File: src/rtl/tcp_pkg.sv
// +----------------------------------------------------------------------------+
// | tcp_pkg: shared widths, TCP header, flow-state and scheduler types.        |
// | Rev 1.0                                                                    |
// +----------------------------------------------------------------------------+
`default_nettype none

package tcp_pkg;

  localparam int FLOWID_W         = 4;
  localparam int RX_PAYLOAD_PTR_W = 12;
  localparam int PAYLOAD_LEN_W    = 16;
  localparam int TCP_FLAG_ACK_BIT = 4;

  typedef struct packed {
    logic [31:0] seq_num;
    logic [31:0] ack_num;
    logic [15:0] window;
    logic [7:0]  flags;
  } tcp_pkt_hdr;

  typedef struct packed {
    logic [31:0] ack_num;
    logic [15:0] their_win_size;
  } ack_state_struct;

  typedef struct packed {
    ack_state_struct our_ack_state;
    logic [31:0]     their_ack_num;
    logic [15:0]     our_win_size;
  } smol_rx_state_struct;

  typedef struct packed {
    logic [31:0] our_seq_num;
  } smol_tx_state_struct;

  typedef struct packed {
    logic [RX_PAYLOAD_PTR_W-1:0] addr;
    logic [PAYLOAD_LEN_W-1:0]    len;
  } payload_buf_struct;

  typedef enum logic [1:0] {
    SCHED_NOP   = 2'd0,
    SCHED_SET   = 2'd1,
    SCHED_CLEAR = 2'd2
  } sched_flag_e;

  typedef struct packed {
    logic [FLOWID_W-1:0] flowid;
    sched_flag_e         ack_pend;
    sched_flag_e         rt_pend;
    sched_flag_e         data_pend;
    logic [31:0]         rt_timestamp;
    logic [31:0]         ack_timestamp;
  } sched_cmd_struct;

  typedef enum logic [1:0] {
    IDLE  = 2'd0,
    RD    = 2'd1,
    CALC  = 2'd2,
    ISSUE = 2'd3
  } rx_eng_state_e;

endpackage

`default_nettype wire

File: src/rtl/tcp_rx_accept_calc.sv
// +----------------------------------------------------------------------------+
// | tcp_rx_accept_calc: combinational ACK-window and in-order data acceptance. |
// | Rev 1.0                                                                    |
// +----------------------------------------------------------------------------+
`default_nettype none

module tcp_rx_accept_calc
  import tcp_pkg::*;
(
  input  tcp_pkt_hdr                  hdr,
  input  logic [PAYLOAD_LEN_W-1:0]    payload_len,
  input  smol_rx_state_struct         rx_state,
  input  smol_tx_state_struct         tx_state,
  input  logic [RX_PAYLOAD_PTR_W:0]   head_ptr,
  output smol_rx_state_struct         new_rx_state,
  output payload_buf_struct           desc,
  output logic                        accept,
  output logic                        rt_clear,
  output logic                        win_opened
);

  localparam logic [RX_PAYLOAD_PTR_W:0] c_BUF_BYTES = {1'b1, {RX_PAYLOAD_PTR_W{1'b0}}};

  logic [31:0]               w_d;
  logic [31:0]               w_outstanding;
  logic                      w_ack_flag;
  logic                      w_ack_adv;
  logic [RX_PAYLOAD_PTR_W:0] w_used;
  logic [RX_PAYLOAD_PTR_W:0] w_free;
  logic [31:0]               w_win_raw;
  logic                      w_unused_flags;

  assign w_unused_flags = ^{hdr.flags[7:TCP_FLAG_ACK_BIT+1], hdr.flags[TCP_FLAG_ACK_BIT-1:0]};

  always_comb begin
    new_rx_state  = rx_state;
    w_ack_flag    = hdr.flags[TCP_FLAG_ACK_BIT];
    w_d           = hdr.ack_num - rx_state.our_ack_state.ack_num;
    w_outstanding = tx_state.our_seq_num - rx_state.our_ack_state.ack_num;
    w_ack_adv     = w_ack_flag && (w_d != 32'd0) && (w_d <= w_outstanding);

    if (w_ack_adv) begin
      new_rx_state.our_ack_state.ack_num        = hdr.ack_num;
      new_rx_state.our_ack_state.their_win_size = hdr.window;
    end else if (w_ack_flag && (w_d == 32'd0)) begin
      new_rx_state.our_ack_state.their_win_size = hdr.window;
    end

    // Pointers carry one wrap bit, so the subtraction is exact across buffer wrap.
    w_used = rx_state.their_ack_num[RX_PAYLOAD_PTR_W:0] - head_ptr;
    w_free = c_BUF_BYTES - w_used;
    accept = (payload_len != '0) && (hdr.seq_num == rx_state.their_ack_num) &&
             (32'(payload_len) <= 32'(w_free));

    if (accept) begin
      new_rx_state.their_ack_num = rx_state.their_ack_num + 32'(payload_len);
    end

    w_win_raw = 32'(w_free) - (accept ? 32'(payload_len) : 32'd0);
    new_rx_state.our_win_size = (w_win_raw > 32'h0000_FFFF) ? 16'hFFFF : w_win_raw[15:0];

    desc.addr  = hdr.seq_num[RX_PAYLOAD_PTR_W-1:0];
    desc.len   = payload_len;
    rt_clear   = w_ack_adv && (hdr.ack_num == tx_state.our_seq_num);
    win_opened = (rx_state.our_ack_state.their_win_size == 16'd0) &&
                 (new_rx_state.our_ack_state.their_win_size != 16'd0);
  end

endmodule

`default_nettype wire

File: src/rtl/tcp_rx_proto_engine.sv
// +----------------------------------------------------------------------------+
// | tcp_rx_proto_engine: per-segment RX control FSM; reads flow state, writes  |
// | back RX state, issues payload-store and scheduler commands. Rev 1.0        |
// +----------------------------------------------------------------------------+
`default_nettype none

module tcp_rx_proto_engine
  import tcp_pkg::*;
(
  input  logic                        clk,
  input  logic                        rst,
  input  logic                        pkt_val,
  output logic                        pkt_rdy,
  input  logic [FLOWID_W-1:0]         pkt_flowid,
  input  tcp_pkt_hdr                  pkt_hdr,
  input  logic [PAYLOAD_LEN_W-1:0]    pkt_payload_len,
  output logic                        state_rd_req_val,
  output logic [FLOWID_W-1:0]         state_rd_req_addr,
  input  smol_rx_state_struct         rx_state_rd_resp_data,
  input  smol_tx_state_struct         tx_state_rd_resp_data,
  input  logic [RX_PAYLOAD_PTR_W:0]   rx_head_ptr_rd_resp_data,
  output logic                        rx_state_wr_req_val,
  output logic [FLOWID_W-1:0]         rx_state_wr_req_addr,
  output smol_rx_state_struct         rx_state_wr_req_data,
  output logic                        payload_cmd_val,
  input  logic                        payload_cmd_rdy,
  output logic [FLOWID_W-1:0]         payload_cmd_flowid,
  output payload_buf_struct           payload_cmd_desc,
  output logic                        payload_cmd_accept,
  output logic                        sched_cmd_val,
  input  logic                        sched_cmd_rdy,
  output sched_cmd_struct             sched_cmd_data
);

  rx_eng_state_e             r_state;
  logic [FLOWID_W-1:0]       r_flowid;
  tcp_pkt_hdr                r_hdr;
  logic [PAYLOAD_LEN_W-1:0]  r_len;

  smol_rx_state_struct       w_new_rx;
  payload_buf_struct         w_desc;
  logic                      w_accept;
  logic                      w_rt_clear;
  logic                      w_win_opened;
  logic                      w_pay_done;
  logic                      w_sched_done;

  tcp_rx_accept_calc u_calc (
    .hdr          (r_hdr),
    .payload_len  (r_len),
    .rx_state     (rx_state_rd_resp_data),
    .tx_state     (tx_state_rd_resp_data),
    .head_ptr     (rx_head_ptr_rd_resp_data),
    .new_rx_state (w_new_rx),
    .desc         (w_desc),
    .accept       (w_accept),
    .rt_clear     (w_rt_clear),
    .win_opened   (w_win_opened)
  );

  assign w_pay_done   = !payload_cmd_val || payload_cmd_rdy;
  assign w_sched_done = !sched_cmd_val   || sched_cmd_rdy;

  always_ff @(posedge clk or posedge rst) begin
    if (rst) begin
      r_state              <= IDLE;
      r_flowid             <= '0;
      r_hdr                <= '0;
      r_len                <= '0;
      pkt_rdy              <= 1'b1;
      state_rd_req_val     <= 1'b0;
      state_rd_req_addr    <= '0;
      rx_state_wr_req_val  <= 1'b0;
      rx_state_wr_req_addr <= '0;
      rx_state_wr_req_data <= '0;
      payload_cmd_val      <= 1'b0;
      payload_cmd_flowid   <= '0;
      payload_cmd_desc     <= '0;
      payload_cmd_accept   <= 1'b0;
      sched_cmd_val        <= 1'b0;
      sched_cmd_data       <= '0;
    end else begin
      case (r_state)
        IDLE: begin
          if (pkt_val && pkt_rdy) begin
            r_flowid          <= pkt_flowid;
            r_hdr             <= pkt_hdr;
            r_len             <= pkt_payload_len;
            pkt_rdy           <= 1'b0;
            state_rd_req_val  <= 1'b1;
            state_rd_req_addr <= pkt_flowid;
            r_state           <= RD;
          end
        end
        RD: begin
          state_rd_req_val <= 1'b0;
          r_state          <= CALC;
        end
        CALC: begin
          rx_state_wr_req_val      <= 1'b1;
          rx_state_wr_req_addr     <= r_flowid;
          rx_state_wr_req_data     <= w_new_rx;
          payload_cmd_val          <= (r_len != '0);
          payload_cmd_flowid       <= r_flowid;
          payload_cmd_desc         <= w_desc;
          payload_cmd_accept       <= w_accept;
          sched_cmd_val            <= 1'b1;
          sched_cmd_data.flowid    <= r_flowid;
          // Every data-bearing segment triggers an ACK, including dropped ones.
          sched_cmd_data.ack_pend  <= (r_len != '0) ? SCHED_SET : SCHED_NOP;
          sched_cmd_data.rt_pend   <= w_rt_clear ? SCHED_CLEAR : SCHED_NOP;
          sched_cmd_data.data_pend <= w_win_opened ? SCHED_SET : SCHED_NOP;
          sched_cmd_data.rt_timestamp  <= '0;
          sched_cmd_data.ack_timestamp <= '0;
          r_state                  <= ISSUE;
        end
        ISSUE: begin
          rx_state_wr_req_val <= 1'b0;
          if (payload_cmd_val && payload_cmd_rdy) payload_cmd_val <= 1'b0;
          if (sched_cmd_val && sched_cmd_rdy)     sched_cmd_val   <= 1'b0;
          if (w_pay_done && w_sched_done) begin
            pkt_rdy <= 1'b1;
            r_state <= IDLE;
          end
        end
        default: begin
          pkt_rdy <= 1'b1;
          r_state <= IDLE;
        end
      endcase
    end
  end

endmodule

`default_nettype wire

File: config.mk
export PLATFORM = sky130hd
export DESIGN_NAME = tcp_rx_proto_engine
export DESIGN_NICKNAME = d
export VERILOG_FILES = /design/src/rtl/tcp_pkg.sv /design/src/rtl/tcp_rx_accept_calc.sv /design/src/rtl/tcp_rx_proto_engine.sv
export SDC_FILE = /design/constraint.sdc
export NUM_CORES = 1
export LEC_CHECK = 0
export ABC_AREA = 1
export CORE_MARGIN = 3
export CORE_UTILIZATION = 55
export CTS_BUF_LIST = sky130_fd_sc_hd__clkbuf_8
export CTS_CLUSTER_DIAMETER = 40
export CTS_CLUSTER_SIZE = 24
export DETAILED_ROUTE_END_ITERATION = 6
export PLACE_DENSITY = 0.95
export SLEW_MARGIN = 20
export SYNTH_ARGS = -nofsm -noshare
export SYNTH_HDL_FRONTEND = slang
export SYNTH_SLANG_ARGS = --single-unit
File: constraint.sdc
create_clock -name clk -period 14.9 [get_ports clk]
set_input_delay 2.98 -clock clk [delete_from_list [all_inputs] [get_ports clk]]
set_output_delay 2.98 -clock clk [all_outputs]
set_load 0.02 [all_outputs]
Yosys cells after proc, flatten, opt, wreduce, memory -nomap -nowiden
Index checks and enable logic that the tools add are counted.

Register bits after elaboration: 247. Input port bits: 254. Output and inout port bits: 216. Word-level logic and storage cells: 93.

$add $sub $neg: 6. $lt $le $gt $ge: 3. Equality and inequality tests: 9. Mux-type cells: 22. Reductions and logical operators: 30.

Operator list (count): $eq 32x32->1 (2); $mux 16 (4); $mux 32 (2); $sub 32x32->32 (2); $add 32x16->32 (1); $gt 32x16->1 const B (1); $le 32x32->1 (1); $logic_not 32->1 (1); $reduce_bool 16->1 (2); $reduce_bool 32->1 (1); $sub 13x32->32 (1); $le 16x13->1 (1); $logic_not 16->1 (1); $sub 13x13->13 (1); $sub 13x13->13 const A (1); $logic_and 1x1->1 (11); $pmux 1 s2 (5); $reduce_and 2->1 (5); $ne 2x2->1 const B (4); $pmux 2 s4 (1); $mux 1 (7); $mux 2 (3); $reduce_bool 2->1 (3); $eq 2x2->1 const B (2); 5 further kinds (7).

Depth between registers and ports, before layout
Depth in word-level cells: 8. Depth in mapped cells: 48. Mapped depth without buffers: 46.

Modules after synthesis
Synthesis repeated with hierarchy kept, for this count alone.

Cell total of the unflattened synthesis: 3016. Area, all modules: 20459.6 um^2.

By module, submodules not included: tcp_rx_accept_calc (instances 1, cells an instance 1853, area each 10233.6 um^2, seq. area each 0.0 um^2); tcp_rx_proto_engine (instances 1, cells an instance 1163, area each 10226.1 um^2, seq. area each 6182.2 um^2).

Worst setup path before layout
No wires, ideal clock.

Kind: input-to-reg. Start point: in rx_state_rd_resp_data[17] in the netlist's numbering. End point: reg rx_state_wr_req_data[0] in the netlist's numbering. Library setup time: 0.113 ns. Data arrival time: 8.846 ns. Data required time: 14.787 ns. Slack: 5.942 ns. Cell stages on the path: 44. Buffers on the path: 3. Path through: inv_1 > ha_1 > ha_1 > inv_1 > fa_1 > o31ai_1 > a21o_1 > a21oi_1 > nor2_1 > nor2_1 > o21bai_1 > a21o_1 > a21oi_1 > xor2_1 > ha_1 > inv_1 > nor4_1 > nand4_1 > [8 not listed] > a211oi_1 > o21ai_0 > nand3_1 > nand2_1 > a21oi_1 > o21bai_1 > nand2_1 > inv_1 > nand2_1 > nand3_1 > nand2_1 > nand2_1 > buf_4 > ha_1 > buf_1 > nand4_1 > nand2_1 > inv_1.

Longest elaborated chain between the ends: 8. Elaborated cells between the ends (all ways): 10. Classes of those cells: 3 x add/sub; 2 x order compare; 1 x eq/ne; 2 x mux; 2 x reduce/logical.

RTL lines: start, declared (line tcp_rx_proto_engine.sv:19) `input smol_rx_state_struct rx_state_rd_resp_data,`; $sub 13x13->13 (line tcp_rx_accept_calc.sv:50) `w_used = rx_state.their_ack_num[RX_PAYLOAD_PTR_W:0] - head_ptr;`; $sub 13x13->13 (line tcp_rx_accept_calc.sv:51) `w_free = c_BUF_BYTES - w_used;`; $le 16x13->1 (line tcp_rx_accept_calc.sv:53) `(32'(payload_len) <= 32'(w_free));`; $logic_and 1x1->1 (line tcp_rx_accept_calc.sv:52) `accept = (payload_len != '0) && (hdr.seq_num == rx_state.their_ack_num) &&`; $mux 16 (line tcp_rx_accept_calc.sv:59) `w_win_raw = 32'(w_free) - (accept ? 32'(payload_len) : 32'd0);`; $sub 13x32->32 * (line tcp_rx_accept_calc.sv:59); $gt 32x16->1 (line tcp_rx_accept_calc.sv:60) `new_rx_state.our_win_size = (w_win_raw > 32'h0000_FFFF) ? 16'hFFFF : w_win_raw[15:0];`; $mux 16 * (line tcp_rx_accept_calc.sv:60); end signal, assigned (line tcp_rx_proto_engine.sv:102) `rx_state_wr_req_data <= w_new_rx;`; end, declared (line tcp_rx_proto_engine.sv:24) `output smol_rx_state_struct rx_state_wr_req_data,`.

Mark *: on every way between the ends. The rest lies on a longest branch, timed or not. A chain may end at the register's enable or synchronous reset.

Final worst setup path
Start point: in rx_state_rd_resp_data[17] in the netlist's numbering. End point: reg rx_state_wr_req_data[14] in the netlist's numbering.

Same word-level chain as after synthesis.

==> results.ini <==
[detailed_routing]
drt_iter0_drc = 1359
first_pass_iters = 5
avgViaCountPerCell = 5.61
wire_per_inst_um = 19.6
wl_mm = 67.7
ant_nets = 0
via_count = 19364
drc = 0

[layout]
layout_common_cells = 703 x nand2_1, 379 x clkdlybuf4s50_1, 342 x inv_1
layout-drive-gt1-share_pct = 8.22
regArea_um2 = 6010
nets = 3395
fillers = 2741
final_common_cell = nand2_1
design_area_um2 = 23900
multi_input_area_um2 = 11300
syn_to_final_growth_pct = 24.6
final_cells = 3454

[critical_path]
crit_path_start_kind = primary input
r2r-start = r_len[7]
critPathArrivalTime_ns = 11.43
cp.required_ns = 15.39
regToRegSetupSlack_ns = 8.46
cp-end-kind = flop
path_class = primary input to flop
slowest_delay_ns = 0.81
r2r-end = rx_state_wr_req_data[14]
path_common_cell = nand2_1
critPathMaxFanout = 24
slowest_stage = inv_1
reg2reg_depth = 34

[pwr]
total_power_mw = 1.73
ir_worst_vdd_mv = 0.0691
p_leak_nw = 12.5
powerDensity_nw_per_um2 = 72.4

[clock_tree]
hold_buffers = 0
htree_levels = 2
cts_root_buf = clkbuf_8
cts_tree = done
clock_sinks = 240
insertion_delay_ns = 0.62
ctsLongestPathBuffers = 3
post_cts_buffers = 0
cts_resized = 0
cts.clk_slew.worst_paths_ns = 0.07
numCtsBuffers = 39

[place]
post-place-cells = 3383
io_buffers = 379
place_hpwl_mm = 53.0
placed_area_um2 = 23100
place_congestion = 0.993

[die]
fp.dieH_um = 193
ios = 470
die_area_um2 = 37200
initial_core_util_pct = 56.5
coreArea_um2 = 34000
num_rows = 67
die_x_um = 193

[logic_synthesis]
ys_types = 54
ys_ff_latch = 240
synth-main-ff-cell = dfrtp_1
synth_edf_count = 0
ys_warn_count = 0
syn_inst = 2618
syn_avg_cell_area_um2 = 7.33
synth.yosys.seq_area_share_pct = 31.3
ys_async_sr_fraction_pct = 100
synth.cell_area_um2 = 19200

[sta]
tns_ns = 0
drv_slew = 0
holdWs_ns = 0.476
max_freq_ghz = 0.0914
period_share_pct = 73.4
skew_ns = 0.0245
min_period_ns = 10.94
relSlewSlack_pct = 30.5
worstMarginPinSlew_ns = 1.04
hold_viol = 0
rsz0062_at_grt = false
setup_viol = 0

[global_routing]
grt_pass1_vias = 19154
antenna_found_initial = 1
overflow = 0
grt_pass1_wl_mm = 102
grt_max_degree = 113
track_usage_pct = 35.5

[worst_hold_path]
min_path_cells = 2
holdPathEnd = payload_cmd_desc[14]
hp-start = payload_cmd_desc[14]
worstHoldPathType = flop to flop

[job]
cap_violations = 0

[status]
status = finished, final reports clean

where the power goes:
group / internal, mW / switching [mW]
registers: 0.652 / 0.000791
logic: 0.176 / 0.265
clock network: 0.322 / 0.315
area by class of cell:
cell class	instances	area share, %
Inverter	358	5.66
Clock buffer	41	2.36
Timing Repair Buffer	385	16.1
Multi-Input combinational cell	1952	47.3
Clock inverter	29	1.17
Sequential cell	240	25.1
Tap cell	448	2.34
Antenna cell	1	0.0105
metal layers:
| metal | vias up | track usage, % | wire length [um] |
|---|---|---|---|
| li1 | 9075 | - | - |
| met1 | 9090 | 42.4 | 26100 |
| met2 | 965 | 60.4 | 32100 |
| met3 | 232 | 6.85 | 5550 |
| met4 | 2 | 19.0 | 3850 |
| met5 | - | 0 | 17 |
worst max path at each step:
stage	start	endpoint	slack (ns)
2_1_floorplan	rst	payload_cmd_accept	5.33
3_3_place_gp	rx_state_rd_resp_data[17]	rx_state_wr_req_data[13]	3.98
3_5_place_dp	rx_state_rd_resp_data[17]	rx_state_wr_req_data[14]	3.51
4_1_cts	rx_state_rd_resp_data[17]	rx_state_wr_req_data[14]	4.10
5_1_grt	rx_state_rd_resp_data[17]	rx_state_wr_req_data[14]	3.33
6_report	rx_state_rd_resp_data[17]	rx_state_wr_req_data[14]	3.96
cell usage after synthesis, drive strengths merged (6+ instances only):
library cell / number / area, um2
nand2: 716 / 2730
inv: 356 / 1340
dfrtp: 239 / 5980
nor2: 206 / 841
a21oi: 168 / 841
ha: 160 / 2000
nand3: 122 / 676
o21ai: 93 / 469
buf: 89 / 642
mux2: 81 / 912
xor2: 70 / 621
nand4: 55 / 359
xnor2: 46 / 403
clkbuf: 45 / 169
a31oi: 27 / 169
nor4: 23 / 144
or2: 22 / 138
nor3: 21 / 110
a21o: 8 / 60.1
and2: 8 / 50.1
nand3b: 8 / 60.1
o211ai: 8 / 60.1
o21bai: 8 / 60.1
o31ai: 6 / 45.0
sequential cells by signal, summed over array words and instances (netlist names):
signal,flops
sched_cmd_val,1
payload_cmd_accept,1
payload_cmd_desc,28
r_len,16
pkt_rdy,1
payload_cmd_val,1
r_flowid,4
rx_state_wr_req_data,96
sched_cmd_data,7
state_rd_req_val,1
r_state,2
rx_state_wr_req_val,1
r_hdr,81
critical path, delay by kind of cell:
family          cells  cell delay [ns]
fa+ha+maj           6             2.10
xor+xnor            1             0.18
compound gates     10             1.65
buf+inv             6             1.73
simple gates       19             2.78
metrics by stage:
| stage | util (%) | worst slack (ns) |
|---|---|---|
| final | 70.4 | 3.96 |
| after detailed placement | 67.9 | 3.51 |
| after global routing | 70.4 | 3.33 |
| after CTS | 70.4 | 4.10 |
| after floorplan | - | 5.33 |
| after global placement | 67.9 | 3.98 |
kinds of logic after synthesis:
group / after synthesis / synth area share [%]
buf+inv: 492 / 11.2
fa+ha+maj: 165 / 11.0
compound gates: 337 / 9.67
mux: 81 / 4.75
simple gates: 1185 / 26.7
flops: 240 / 31.3
xor+xnor: 116 / 5.33
other cells: 2 / 0.0391
Note: power is estimated with default switching activity, not from simulation.
